`src/rtl/decode_pkg.sv`:
```
// Shared decode definitions: opcodes, field encodings and the 19-bit control bundle.
// Imported by the decoder, the queue and its interface.
package decode_pkg;

  localparam logic [6:0] OP_BUBBLE = 7'b0000000;
  localparam logic [6:0] OP_LOAD   = 7'b0000011;
  localparam logic [6:0] OP_IMM    = 7'b0010011;
  localparam logic [6:0] OP_AUIPC  = 7'b0010111;
  localparam logic [6:0] OP_STORE  = 7'b0100011;
  localparam logic [6:0] OP_REG    = 7'b0110011;
  localparam logic [6:0] OP_LUI    = 7'b0110111;
  localparam logic [6:0] OP_BRANCH = 7'b1100011;
  localparam logic [6:0] OP_JALR   = 7'b1100111;
  localparam logic [6:0] OP_JAL    = 7'b1101111;

  localparam logic [6:0] F7_BASE = 7'b0000000;
  localparam logic [6:0] F7_ALT  = 7'b0100000;
  localparam logic [6:0] F7_MD   = 7'b0000001;

  localparam logic [2:0] LS_W  = 3'b000;
  localparam logic [2:0] LS_B  = 3'b001;
  localparam logic [2:0] LS_BU = 3'b010;
  localparam logic [2:0] LS_H  = 3'b011;
  localparam logic [2:0] LS_HU = 3'b100;

  localparam logic [1:0] MW_NONE = 2'b00;
  localparam logic [1:0] MW_W    = 2'b01;
  localparam logic [1:0] MW_H    = 2'b10;
  localparam logic [1:0] MW_B    = 2'b11;

  localparam logic [2:0] IMM_I  = 3'b000;
  localparam logic [2:0] IMM_S  = 3'b001;
  localparam logic [2:0] IMM_B  = 3'b010;
  localparam logic [2:0] IMM_J  = 3'b011;
  localparam logic [2:0] IMM_SH = 3'b100;
  localparam logic [2:0] IMM_U  = 3'b101;

  localparam logic [1:0] ALU_ADD = 2'b00;
  localparam logic [1:0] ALU_BR  = 2'b01;
  localparam logic [1:0] ALU_FN  = 2'b10;
  localparam logic [1:0] ALU_MD  = 2'b11;

  localparam logic [1:0] ASRC_RS1  = 2'b00;
  localparam logic [1:0] ASRC_ZERO = 2'b01;
  localparam logic [1:0] ASRC_PC   = 2'b10;

  localparam logic [1:0] RES_ALU = 2'b00;
  localparam logic [1:0] RES_MEM = 2'b01;
  localparam logic [1:0] RES_PC4 = 2'b10;

  // Field order is the external bundle layout, MSB first.
  typedef struct packed {
    logic       reg_write;
    logic [2:0] imm_src;
    logic [1:0] alu_a_src;
    logic       alu_b_src;
    logic [1:0] mem_write;
    logic [1:0] result_src;
    logic       branch;
    logic [1:0] alu_op;
    logic       jump;
    logic [2:0] load_size;
    logic       pc_target_alu_src;
  } ctrl_t;

  localparam ctrl_t CTRL_NOP = '0;

endpackage

```
`src/rtl/decode_queue_if.sv`:
```
// Producer-side and consumer-side handshakes of the decode queue.
// The queue takes the slave view; fetch/execute (or a bench) take the master view.
interface decode_queue_if #(
  parameter int unsigned XLEN = 32
) ();

  logic                 in_valid;
  logic                 in_ready;
  logic [31:0]          in_instr;
  logic [XLEN-1:0]      in_pc;

  logic                 out_valid;
  logic                 out_ready;
  logic [31:0]          out_instr;
  logic [XLEN-1:0]      out_pc;
  decode_pkg::ctrl_t    out_ctrl;
  logic                 out_muldiv;
  logic                 out_illegal;

  modport slave (
    input  in_valid, in_instr, in_pc, out_ready,
    output in_ready, out_valid, out_instr, out_pc, out_ctrl, out_muldiv, out_illegal
  );

  modport master (
    output in_valid, in_instr, in_pc, out_ready,
    input  in_ready, out_valid, out_instr, out_pc, out_ctrl, out_muldiv, out_illegal
  );

endinterface

```
`src/rtl/rv_decode_comb.sv`:
```
// Pure combinational RV32I(+M) main decoder: instruction word to control bundle.
// Illegal encodings yield an all-zero bundle with illegal set, never X.
module rv_decode_comb
  import decode_pkg::*;
#(
  parameter bit M_EXT = 1'b0
) (
  input  logic [31:0] instr,
  output ctrl_t       ctrl,
  output logic        muldiv,
  output logic        illegal
);

  logic [6:0] opcode;
  logic [2:0] funct3;
  logic [6:0] funct7;
  logic       unused_fields;

  ctrl_t      ctrl_raw;
  logic       muldiv_raw;
  logic       illegal_raw;

  assign opcode        = instr[6:0];
  assign funct3        = instr[14:12];
  assign funct7        = instr[31:25];
  assign unused_fields = ^{instr[24:15], instr[11:7]};

  always_comb begin
    ctrl_raw    = CTRL_NOP;
    muldiv_raw  = 1'b0;
    illegal_raw = 1'b0;

    unique case (opcode)
      OP_LOAD: begin
        ctrl_raw.reg_write  = 1'b1;
        ctrl_raw.imm_src    = IMM_I;
        ctrl_raw.alu_b_src  = 1'b1;
        ctrl_raw.result_src = RES_MEM;
        ctrl_raw.alu_op     = ALU_ADD;
        unique case (funct3)
          3'b000:  ctrl_raw.load_size = LS_B;
          3'b001:  ctrl_raw.load_size = LS_H;
          3'b010:  ctrl_raw.load_size = LS_W;
          3'b100:  ctrl_raw.load_size = LS_BU;
          3'b101:  ctrl_raw.load_size = LS_HU;
          default: illegal_raw = 1'b1;
        endcase
      end

      OP_STORE: begin
        ctrl_raw.imm_src   = IMM_S;
        ctrl_raw.alu_b_src = 1'b1;
        unique case (funct3)
          3'b000:  ctrl_raw.mem_write = MW_B;
          3'b001:  ctrl_raw.mem_write = MW_H;
          3'b010:  ctrl_raw.mem_write = MW_W;
          default: illegal_raw = 1'b1;
        endcase
      end

      OP_REG: begin
        ctrl_raw.reg_write = 1'b1;
        ctrl_raw.alu_op    = ALU_FN;
        if (funct7 == F7_BASE) begin
          illegal_raw = 1'b0;
        end else if (funct7 == F7_ALT) begin
          // Only sub and sra have an alternate encoding.
          illegal_raw = !((funct3 == 3'b000) || (funct3 == 3'b101));
        end else if ((funct7 == F7_MD) && M_EXT) begin
          ctrl_raw.alu_op = ALU_MD;
          muldiv_raw      = 1'b1;
        end else begin
          illegal_raw = 1'b1;
        end
      end

      OP_BRANCH: begin
        ctrl_raw.imm_src = IMM_B;
        ctrl_raw.branch  = 1'b1;
        ctrl_raw.alu_op  = ALU_BR;
        illegal_raw      = (funct3 == 3'b010) || (funct3 == 3'b011);
      end

      OP_IMM: begin
        ctrl_raw.reg_write = 1'b1;
        ctrl_raw.alu_b_src = 1'b1;
        ctrl_raw.alu_op    = ALU_FN;
        if (funct3 == 3'b001) begin
          ctrl_raw.imm_src = IMM_SH;
          illegal_raw      = (funct7 != F7_BASE);
        end else if (funct3 == 3'b101) begin
          ctrl_raw.imm_src = IMM_SH;
          illegal_raw      = (funct7 != F7_BASE) && (funct7 != F7_ALT);
        end else begin
          ctrl_raw.imm_src = IMM_I;
        end
      end

      OP_JAL: begin
        ctrl_raw.reg_write  = 1'b1;
        ctrl_raw.imm_src    = IMM_J;
        ctrl_raw.result_src = RES_PC4;
        ctrl_raw.jump       = 1'b1;
      end

      OP_JALR: begin
        ctrl_raw.reg_write         = 1'b1;
        ctrl_raw.imm_src           = IMM_I;
        ctrl_raw.alu_b_src         = 1'b1;
        ctrl_raw.result_src        = RES_PC4;
        ctrl_raw.jump              = 1'b1;
        ctrl_raw.pc_target_alu_src = 1'b1;
        illegal_raw                = (funct3 != 3'b000);
      end

      OP_LUI: begin
        ctrl_raw.reg_write = 1'b1;
        ctrl_raw.imm_src   = IMM_U;
        ctrl_raw.alu_a_src = ASRC_ZERO;
        ctrl_raw.alu_b_src = 1'b1;
      end

      OP_AUIPC: begin
        ctrl_raw.reg_write = 1'b1;
        ctrl_raw.imm_src   = IMM_U;
        ctrl_raw.alu_a_src = ASRC_PC;
        ctrl_raw.alu_b_src = 1'b1;
      end

      OP_BUBBLE: begin
        ctrl_raw = CTRL_NOP;
      end

      default: illegal_raw = 1'b1;
    endcase
  end

  // Illegal entries must not carry any side-effecting control bits.
  always_comb begin
    ctrl    = illegal_raw ? CTRL_NOP : ctrl_raw;
    muldiv  = illegal_raw ? 1'b0 : muldiv_raw;
    illegal = illegal_raw;
  end

endmodule

```
`src/rtl/decode_queue.sv`:
```
// Decode-on-entry instruction FIFO: decodes each accepted instruction and holds
// it with its PC until the execute stage takes it from the head.
module decode_queue
  import decode_pkg::*;
#(
  parameter int unsigned XLEN  = 32,
  parameter int unsigned DEPTH = 4,
  parameter bit          M_EXT = 1'b0,
  parameter int unsigned CNT_W = $clog2(DEPTH + 1)
) (
  input  logic             clk,
  input  logic             rst_n,
  input  logic             flush,
  decode_queue_if.slave    dq,
  output logic [CNT_W-1:0] count
);

  localparam int unsigned PTR_W = $clog2(DEPTH);

  typedef struct packed {
    logic [31:0]     instr;
    logic [XLEN-1:0] pc;
    ctrl_t           ctrl;
    logic            muldiv;
    logic            illegal;
  } entry_t;

  entry_t           mem_q [DEPTH];
  entry_t           entry_in;
  entry_t           head;

  logic [PTR_W-1:0] rd_ptr_q, rd_ptr_d;
  logic [PTR_W-1:0] wr_ptr_q, wr_ptr_d;
  logic [CNT_W-1:0] count_q, count_d;

  logic             full;
  logic             empty;
  logic             push;
  logic             pop;

  ctrl_t            dec_ctrl;
  logic             dec_muldiv;
  logic             dec_illegal;

  rv_decode_comb #(
    .M_EXT (M_EXT)
  ) u_decode (
    .instr   (dq.in_instr),
    .ctrl    (dec_ctrl),
    .muldiv  (dec_muldiv),
    .illegal (dec_illegal)
  );

  always_comb begin
    entry_in.instr   = dq.in_instr;
    entry_in.pc      = dq.in_pc;
    entry_in.ctrl    = dec_ctrl;
    entry_in.muldiv  = dec_muldiv;
    entry_in.illegal = dec_illegal;
  end

  // No full-bypass: a push while full is refused even if the head pops this cycle.
  assign full  = (count_q == CNT_W'(DEPTH));
  assign empty = (count_q == '0);
  assign push  = dq.in_valid && !full;
  assign pop   = !empty && dq.out_ready;

  always_comb begin
    rd_ptr_d = rd_ptr_q;
    wr_ptr_d = wr_ptr_q;
    count_d  = count_q;

    if (flush) begin
      rd_ptr_d = '0;
      wr_ptr_d = '0;
      count_d  = '0;
    end else begin
      // DEPTH is a power of two, so pointer overflow is the modulo wrap.
      if (push) begin
        wr_ptr_d = wr_ptr_q + PTR_W'(1);
      end
      if (pop) begin
        rd_ptr_d = rd_ptr_q + PTR_W'(1);
      end
      case ({push, pop})
        2'b10:   count_d = count_q + CNT_W'(1);
        2'b01:   count_d = count_q - CNT_W'(1);
        default: count_d = count_q;
      endcase
    end
  end

  always_ff @(posedge clk or negedge rst_n) begin
    if (!rst_n) begin
      rd_ptr_q <= '0;
      wr_ptr_q <= '0;
      count_q  <= '0;
    end else begin
      rd_ptr_q <= rd_ptr_d;
      wr_ptr_q <= wr_ptr_d;
      count_q  <= count_d;
    end
  end

  // Storage is not reset; out_valid gates every read.
  always_ff @(posedge clk) begin
    if (push && !flush) begin
      mem_q[wr_ptr_q] <= entry_in;
    end
  end

  assign head = mem_q[rd_ptr_q];

  assign dq.in_ready    = !full;
  assign dq.out_valid   = !empty;
  assign dq.out_instr   = head.instr;
  assign dq.out_pc      = head.pc;
  assign dq.out_ctrl    = head.ctrl;
  assign dq.out_muldiv  = head.muldiv;
  assign dq.out_illegal = head.illegal;
  assign count          = count_q;

endmodule

```
`src/flat_wrapper.sv`:
```
// flat-port wrapper written by rule: the top's interface ports become plain ports
module decode_queue_flat import decode_pkg::*;
#(
  parameter int unsigned XLEN  = 32,
  parameter int unsigned DEPTH = 4,
  parameter bit          M_EXT = 1'b0,
  parameter int unsigned CNT_W = $clog2(DEPTH + 1)
)
  (clk, rst_n, flush, count, dq_in_valid, dq_in_instr, dq_in_pc, dq_out_ready, dq_in_ready, dq_out_valid, dq_out_instr, dq_out_pc, dq_out_ctrl, dq_out_muldiv, dq_out_illegal);
  decode_queue_if #(.XLEN(XLEN)) dq_i ();
  input  logic clk;
  input  logic rst_n;
  input  logic flush;
  output logic [CNT_W-1:0] count;
  input wire logic [$bits(dq_i.in_valid)-1:0] dq_in_valid;
  input wire logic [$bits(dq_i.in_instr)-1:0] dq_in_instr;
  input wire logic [$bits(dq_i.in_pc)-1:0] dq_in_pc;
  input wire logic [$bits(dq_i.out_ready)-1:0] dq_out_ready;
  output wire logic [$bits(dq_i.in_ready)-1:0] dq_in_ready;
  output wire logic [$bits(dq_i.out_valid)-1:0] dq_out_valid;
  output wire logic [$bits(dq_i.out_instr)-1:0] dq_out_instr;
  output wire logic [$bits(dq_i.out_pc)-1:0] dq_out_pc;
  output wire logic [$bits(dq_i.out_ctrl)-1:0] dq_out_ctrl;
  output wire logic [$bits(dq_i.out_muldiv)-1:0] dq_out_muldiv;
  output wire logic [$bits(dq_i.out_illegal)-1:0] dq_out_illegal;
  assign dq_i.in_valid = dq_in_valid;
  assign dq_i.in_instr = dq_in_instr;
  assign dq_i.in_pc = dq_in_pc;
  assign dq_i.out_ready = dq_out_ready;
  assign dq_in_ready = dq_i.in_ready;
  assign dq_out_valid = dq_i.out_valid;
  assign dq_out_instr = dq_i.out_instr;
  assign dq_out_pc = dq_i.out_pc;
  assign dq_out_ctrl = dq_i.out_ctrl;
  assign dq_out_muldiv = dq_i.out_muldiv;
  assign dq_out_illegal = dq_i.out_illegal;
  decode_queue #(.XLEN(XLEN), .DEPTH(DEPTH), .M_EXT(M_EXT), .CNT_W(CNT_W)) u_core (.clk(clk), .rst_n(rst_n), .flush(flush), .dq(dq_i), .count(count));
endmodule
```
`config.mk`:
```
export PLATFORM = sky130hd
export DESIGN_NAME = decode_queue_flat
export DESIGN_NICKNAME = d
export VERILOG_FILES = /design/src/rtl/decode_pkg.sv /design/src/rtl/decode_queue_if.sv /design/src/rtl/rv_decode_comb.sv /design/src/rtl/decode_queue.sv /design/src/flat_wrapper.sv
export SDC_FILE = /design/constraint.sdc
export NUM_CORES = 1
export LEC_CHECK = 0
export ABC_AREA = 0
export BUFFER_PORTS_ARGS = -buffer_cell sky130_fd_sc_hd__buf_4
export CORE_AREA = 2 2 160 162
export CTS_CLUSTER_DIAMETER = 80
export CTS_CLUSTER_SIZE = 24
export DETAILED_ROUTE_END_ITERATION = 8
export DIE_AREA = 0 0 162 164
export GPL_TIMING_DRIVEN = 1
export PLACE_DENSITY_LB_ADDON = 0.1
export SLEW_MARGIN = 10
export SYNTH_ARGS = -nofsm -noshare
export SYNTH_HDL_FRONTEND = slang
export SYNTH_SLANG_ARGS = --single-unit
```
`constraint.sdc`:
```
create_clock -name clk -period 3.11 [get_ports clk]
set_input_delay 0.1555 -clock clk [delete_from_list [all_inputs] [get_ports clk]]
set_output_delay 0.1555 -clock clk [all_outputs]
set_load 0.005 [all_outputs]
```
==> impl_metrics.tcl, run 1 <==
set metrics [dict create \
    grt_first_pass_wirelength_um 36400 \
    viasPerCell 5.48 \
    skew_ps 10.7 \
    cts_resized 0 \
    synth_mux_area_frac 0.146 \
    synth_seq_cells 335 \
    antenna_found_initial 0 \
    cts_tree "done" \
    synth_top_family_by_area "multiplexers" \
    clk_pin_slew_ps 90 \
    leakagePower_nw 5.11 \
    core_area_um2 24800 \
    drt_iter0_drc 370 \
    fin_tns_setup_ps 0 \
    numCtsBuffers 18 \
    die_h_um 164 \
    synth.distinct_cells 46 \
    crit_buf_inv 2 \
    met2_usage 0.306 \
    synthAdderAreaFrac 0.00551 \
    hp-class "in2reg" \
    vias 6123 \
    slew_violations 0 \
    cp-end-kind "primary output" \
    grt_overflow 0 \
    synth_edf_count 328 \
    synth_area_um2 12700 \
    hold_buffers 68 \
    postSynth.asyncResetShare 0.0209 \
    crit_slowest_cell "dfrtp_4" \
    ir_worst_vdd_mv 0.449 \
    first_pass_iters 4 \
    worst_pin_slew_ps 858 \
    period_share 0.852 \
    drive_above_1_share 0.360 \
    synth-xor-area-share 0.00610 \
    synthTopCellsByArea "edfxtp_1 77%, mux4_2 15%, dfrtp_1 1.4%" \
    gp_congestion 0.863 \
    fin_nets 855 \
    worstPathArrival_ps 2490 \
    rsz0062_at_grt "no" \
    syn-instance-count 552 \
    worst-path-max-fanout 27 \
    die-area_um2 26600 \
    rows 58 \
    diodes 0 \
    postCtsSetupRepairBufs 0 \
    yosysTopAreaCellShare 0.774 \
    syn_nets 626 \
    timing.hold.ws_ps 48.6 \
    top_usage_layer "met2" \
    cpPeakStageDelay_ps 800 \
    drt_wl_total_um 23500 \
    grt_util_met3 0.0326 \
    synth-compound-area-share 0.0121 \
    max_cap_viol_count 0 \
    clock.fmax_ghz 0.377 \
    seq_area_frac_synth 0.788 \
    wire_per_inst_um 21.1 \
    synth.yosys.warnings 0 \
    syn_avg_cell_area_um2 23.0 \
    crit_path_start_kind "register" \
    insertion_delay_ps 510 \
    htreeDepth 1 \
    drc_errors 0 \
    grt_pass1_vias 6466 \
    hold_violations 0 \
    cts.sinks 335 \
    layout_common_cells "328 x edfxtp_1, 164 x buf_4, 82 x mux4_2, 68 x dlygate4sd3_1, 19 x clkbuf_16" \
    hpwl_um 14400 \
    cts-root-buf "clkbuf_16" \
    fin_crit_ps 2650 \
    ant_nets 0 \
    final_common_cell "edfxtp_1" \
    cp.required_ps 2950 \
    status "complete, no violations" \
    synthFlopType "edfxtp_1" \
    ios 159 \
    cts_max_path_buffers 3 \
    path_cells "buf_4 -> mux4_2 -> buf_4" \
    critical-path-top-delay-family "flip-flops" \
    path_common_cell "buf_4" \
    grt_max_degree 61 \
    power_density_nw_per_um2 674 \
    yosys.area.top_type "edfxtp_1" \
    slew_headroom 0.420 \
    use_met1 0.246 \
    area_delta_synth_final_pct 22.5 \
    finalSetupViolCount 0 \
    grt_usage 0.180 \
    initial_core_util 0.512 \
    numPortBuffers 157 \
    synthSimpleGateAreaFrac 0.0288 \
    timing_worst_setup_path_type "reg2out" \
    dieWidth_um 162 \
]
## state kept, by name (all words and copies together), names as in the netlist
| name | flops |
|---|---|
| u_core.count | 3 |
| u_core.wr_ptr_q | 2 |
| u_core.mem_q | 328 |
| u_core.rd_ptr_q | 2 |
## where the power goes
| part | total [W] | leakage (nW) | internal (W) | switching [W] |
|---|---|---|---|---|
| combinational | 0.00256 | 1.81 | 0.00151 | 0.00105 |
| sequential | 0.00546 | 3.05 | 0.00526 | 0.000199 |
| clock | 0.00248 | 0.254 | 0.00114 | 0.00134 |
## synthesized netlist by cell type, types with 3 or more instances
master      n
nand2_1     9
nor4_1      4
xor2_1      4
buf_4       5
dfrtp_1     7
ha_1        4
or3_1       3
nand3_1     4
buf_1       7
edfxtp_1  328
mux4_2     82
clkbuf_1    6
nor2_1     17
a21oi_1     6
inv_1       3
nor3_1      6
o21ai_0     5
and2_1      5
nor4b_1     4
buf_2      11
xnor2_1     3
## stage by stage
stage          total power (W)  area (µm²)   util  setup WS, ps  cells
2_1_floorplan          0.00690       12700      -           659    552
3_3_place_gp           0.00809       14400  0.579           840   1023
3_5_place_dp           0.00812       14400  0.579           716   1023
4_1_cts                 0.0107       15600  0.628           374   1118
5_1_grt                 0.0110       15600  0.628           264   1118
6_report                0.0105       15600  0.628           460   1118
## cells by family after synthesis
logic type	after synthesis
adders and majority gates	5
other	1
DFF	335
muxes	83
buffers and inverters	33
AOI/OAI and AO/OA	23
xor gates and xnor gates	8
and+or+nand+nor	64
## final timing paths
kind,from,endpoint,slack (ps),depth (start not counted)
worst min-delay path,dq_out_ready,u_core.rd_ptr_q[1]$_DFFE_PN0P_,50,4
min in group asynchronous,rst_n,u_core.count[0]$_DFFE_PN0P_,610,3
worst max register to register,u_core.count[0]$_DFFE_PN0P_,u_core.mem_q[2][63]$_DFFE_PP_,750,5
worst min register to register,u_core.wr_ptr_q[1]$_DFFE_PN0P_,u_core.wr_ptr_q[1]$_DFFE_PN0P_,580,2
max in group asynchronous,rst_n,u_core.rd_ptr_q[0]$_DFFE_PN0P_,2210,3
worst max-delay path,u_core.rd_ptr_q[0]$_DFFE_PN0P_,dq_out_pc[12],460,3
## area by class of cell
class / instances / area, µm²
multi-input cells: 184 / 2540
well taps: 330 / 413
clock buffers: 25 / 498
fillers: 1740 / 9240
inverters: 3 / 11.3
repair buffers: 239 / 2050
clock inverters: 2 / 33.8
flip-flops and latches: 335 / 10000
## layer usage
metal / vias to the layer above / wire length [µm]
li1: 2751 / -
met1: 3179 / 9900
met2: 163 / 11900
met3: 30 / 1320
met4: 0 / 419
met5: - / 0
## tightest hold or removal path, cell delays in order
cell     delay (ps)
buf_4           120
nand3_1          90
xor2_1           70
nor2_1           80
(Power assumes the default switching activity.)
==> run 2, diff against run 1 <==
--- a/config.mk
+++ b/config.mk
@@ -14,6 +14,7 @@
 export DIE_AREA = 0 0 162 164
 export GPL_TIMING_DRIVEN = 1
 export PLACE_DENSITY_LB_ADDON = 0.1
+export RECOVER_POWER = 100
 export SLEW_MARGIN = 10
 export SYNTH_ARGS = -nofsm -noshare
 export SYNTH_HDL_FRONTEND = slang
==> run 2 against run 1 <==
Compared with the run above: non-clock buffer count is the same; critical path depth grew 2; highest routed layer unchanged; clock skew grew 1.3 ps; setup slack lost 120 ps; largest power group unchanged.
==> impl_metrics.tcl, run 2 (synthesized netlist as in run 1, its figures left out) <==
set metrics [dict create \
    hpwl_um 14400 \
    cts_max_path_buffers 3 \
    cts.sinks 335 \
    gp_congestion 0.863 \
    drive_above_1_share 0.256 \
    dieWidth_um 162 \
    clk_pin_slew_ps 90 \
    final_common_cell "edfxtp_1" \
    r2r_end "u_core.mem_q[3][46]$_DFFE_PP_" \
    fillers 1827 \
    dp.cells 1023 \
    numCtsBuffers 18 \
    skew_ps 12.0 \
    status "complete, no violations" \
    r2r_cells 5 \
    cts-root-buf "clkbuf_16" \
    layout_common_cells "328 x edfxtp_1, 84 x clkbuf_1, 82 x mux4_2, 75 x clkbuf_4, 68 x dlygate4sd3_1" \
    timing.hold.ws_ps 49.9 \
    rsz0062_at_grt "no" \
    drt_iter0_drc 402 \
    die-area_um2 26600 \
    critical-path-top-delay-family "simple AND/OR/NAND/NOR gates" \
    area_delta_synth_final_pct 19.5 \
    cp_num_cells 5 \
    hold_violations 0 \
    numPortBuffers 157 \
    period_share 0.890 \
    path_cells "or3b_1 -> nand2_1 -> nor2_1 -> and2_2 -> clkbuf_4" \
    drc_errors 0 \
    grt_max_degree 61 \
    hold_path_depth 4 \
    fin_nets 855 \
    critPathCapture "u_core.mem_q[3][46]$_DFFE_PP_" \
    power_density_nw_per_um2 680 \
    slew_violations 0 \
    ant_nets 0 \
    grt_overflow 0 \
    drt_wl_total_um 23500 \
    htreeDepth 1 \
    ios 159 \
    crit_buf_inv 1 \
    cp.required_ps 3270 \
    max_cap_viol_count 0 \
    vias 6131 \
    grt_usage 0.180 \
    timing_worst_setup_path_type "reg2reg" \
    r2r_slack_ps 340 \
    worst-path-max-fanout 28 \
    diodes 0 \
    core_area_um2 24800 \
    ir_worst_vdd_mv 0.444 \
    cpPeakStageDelay_ps 660 \
    cp-end-kind "register" \
    finalSetupViolCount 0 \
    p_total_w 0.0103 \
    first_pass_iters 4 \
    worst_pin_slew_ps 1380 \
    crit_path_start_kind "register" \
    hp-class "in2reg" \
    rows 58 \
    die_h_um 164 \
    fin_tns_setup_ps 0 \
    viasPerCell 5.48 \
    wire_per_inst_um 21.0 \
    fin_cells 1118 \
    regMostFlops "u_core.mem_q" \
    clock.fmax_ghz 0.361 \
    grt_pass1_vias 6466 \
    startpoint "u_core.count[0]$_DFFE_PN0P_" \
    timing.rr.start "u_core.count[0]$_DFFE_PN0P_" \
    grt_first_pass_wirelength_um 36400 \
    crit_slowest_cell "and2_2" \
    insertion_delay_ps 500 \
    antenna_found_initial 0 \
    largest_reg_flops 328 \
    cts_tree "done" \
    initial_core_util 0.512 \
    fin_crit_ps 2770 \
    worstPathArrival_ps 2930 \
    slew_headroom 0.0821 \
    leakagePower_nw 4.79 \
]
[run 2: cell types whose count changed in the layout (fill, tap and decap cells not counted), sizes merged]
cell / before / now
clkbuf: 25 / 183
buf: 171 / 13
[run 2: metrics by stage]
stage | instance area [µm²] | worst slack (ps) | utilization
after global placement | 14400 | 840 | 0.579
after floorplan | 12700 | 659 | -
after global routing | 15200 | 145 | 0.612
after detailed placement | 14400 | 716 | 0.579
after CTS | 15600 | 374 | 0.628
final | 15200 | 343 | 0.612
[run 2: how the worst min path moves through the flow]
stage	startpoint	slack, ps	endpoint
2_1_floorplan	rst_n	-140	u_core.count[0]$_DFFE_PN0P_
3_3_place_gp	rst_n	-20	u_core.count[0]$_DFFE_PN0P_
3_5_place_dp	rst_n	-20	u_core.count[0]$_DFFE_PN0P_
4_1_cts	dq_out_ready	30	u_core.rd_ptr_q[1]$_DFFE_PN0P_
5_1_grt	dq_out_ready	70	u_core.rd_ptr_q[1]$_DFFE_PN0P_
6_report	dq_out_ready	50	u_core.rd_ptr_q[1]$_DFFE_PN0P_
[run 2: layout make-up]
type                    instances  area [µm²]  share of cell area
flip-flops and latches        335       10000               0.660
multi-input cells             184        2510               0.165
clock buffers                  25         498              0.0328
clock inverters                 2        33.8             0.00222
inverters                       3        11.3            0.000741
well taps                     330         413              0.0272
repair buffers                239        1700               0.112
[run 2: timing repair]
item / CTS / global route
endpoints found under the hold margin: 270 / 0
hold buffers: 68 / 0
buffers inserted: 0 / 0
resized for setup: 0 / 0
[run 2: tightest hold or removal path: stages]
cell and delay (ps):
buf_4 120, nand3_1 90, xor2_1 80, nor2_1 80
[run 2: where the power goes]
group / total [W] / switching, W / internal [W] / leakage, nW
Clock: 0.00248 / 0.00134 / 0.00114 / 0.254
Sequential: 0.00546 / 0.000195 / 0.00527 / 3.05
Combinational: 0.00239 / 0.00103 / 0.00136 / 1.49
[run 2: routing by layer]
metal / track usage / wire length, µm / vias up
li1: - / - / 2755
met1: 0.246 / 9940 / 3168
met3: 0.0326 / 1370 / 29
met4: 0.0434 / 386 / 0
met2: 0.306 / 11800 / 179
met5: 0 / 0 / -
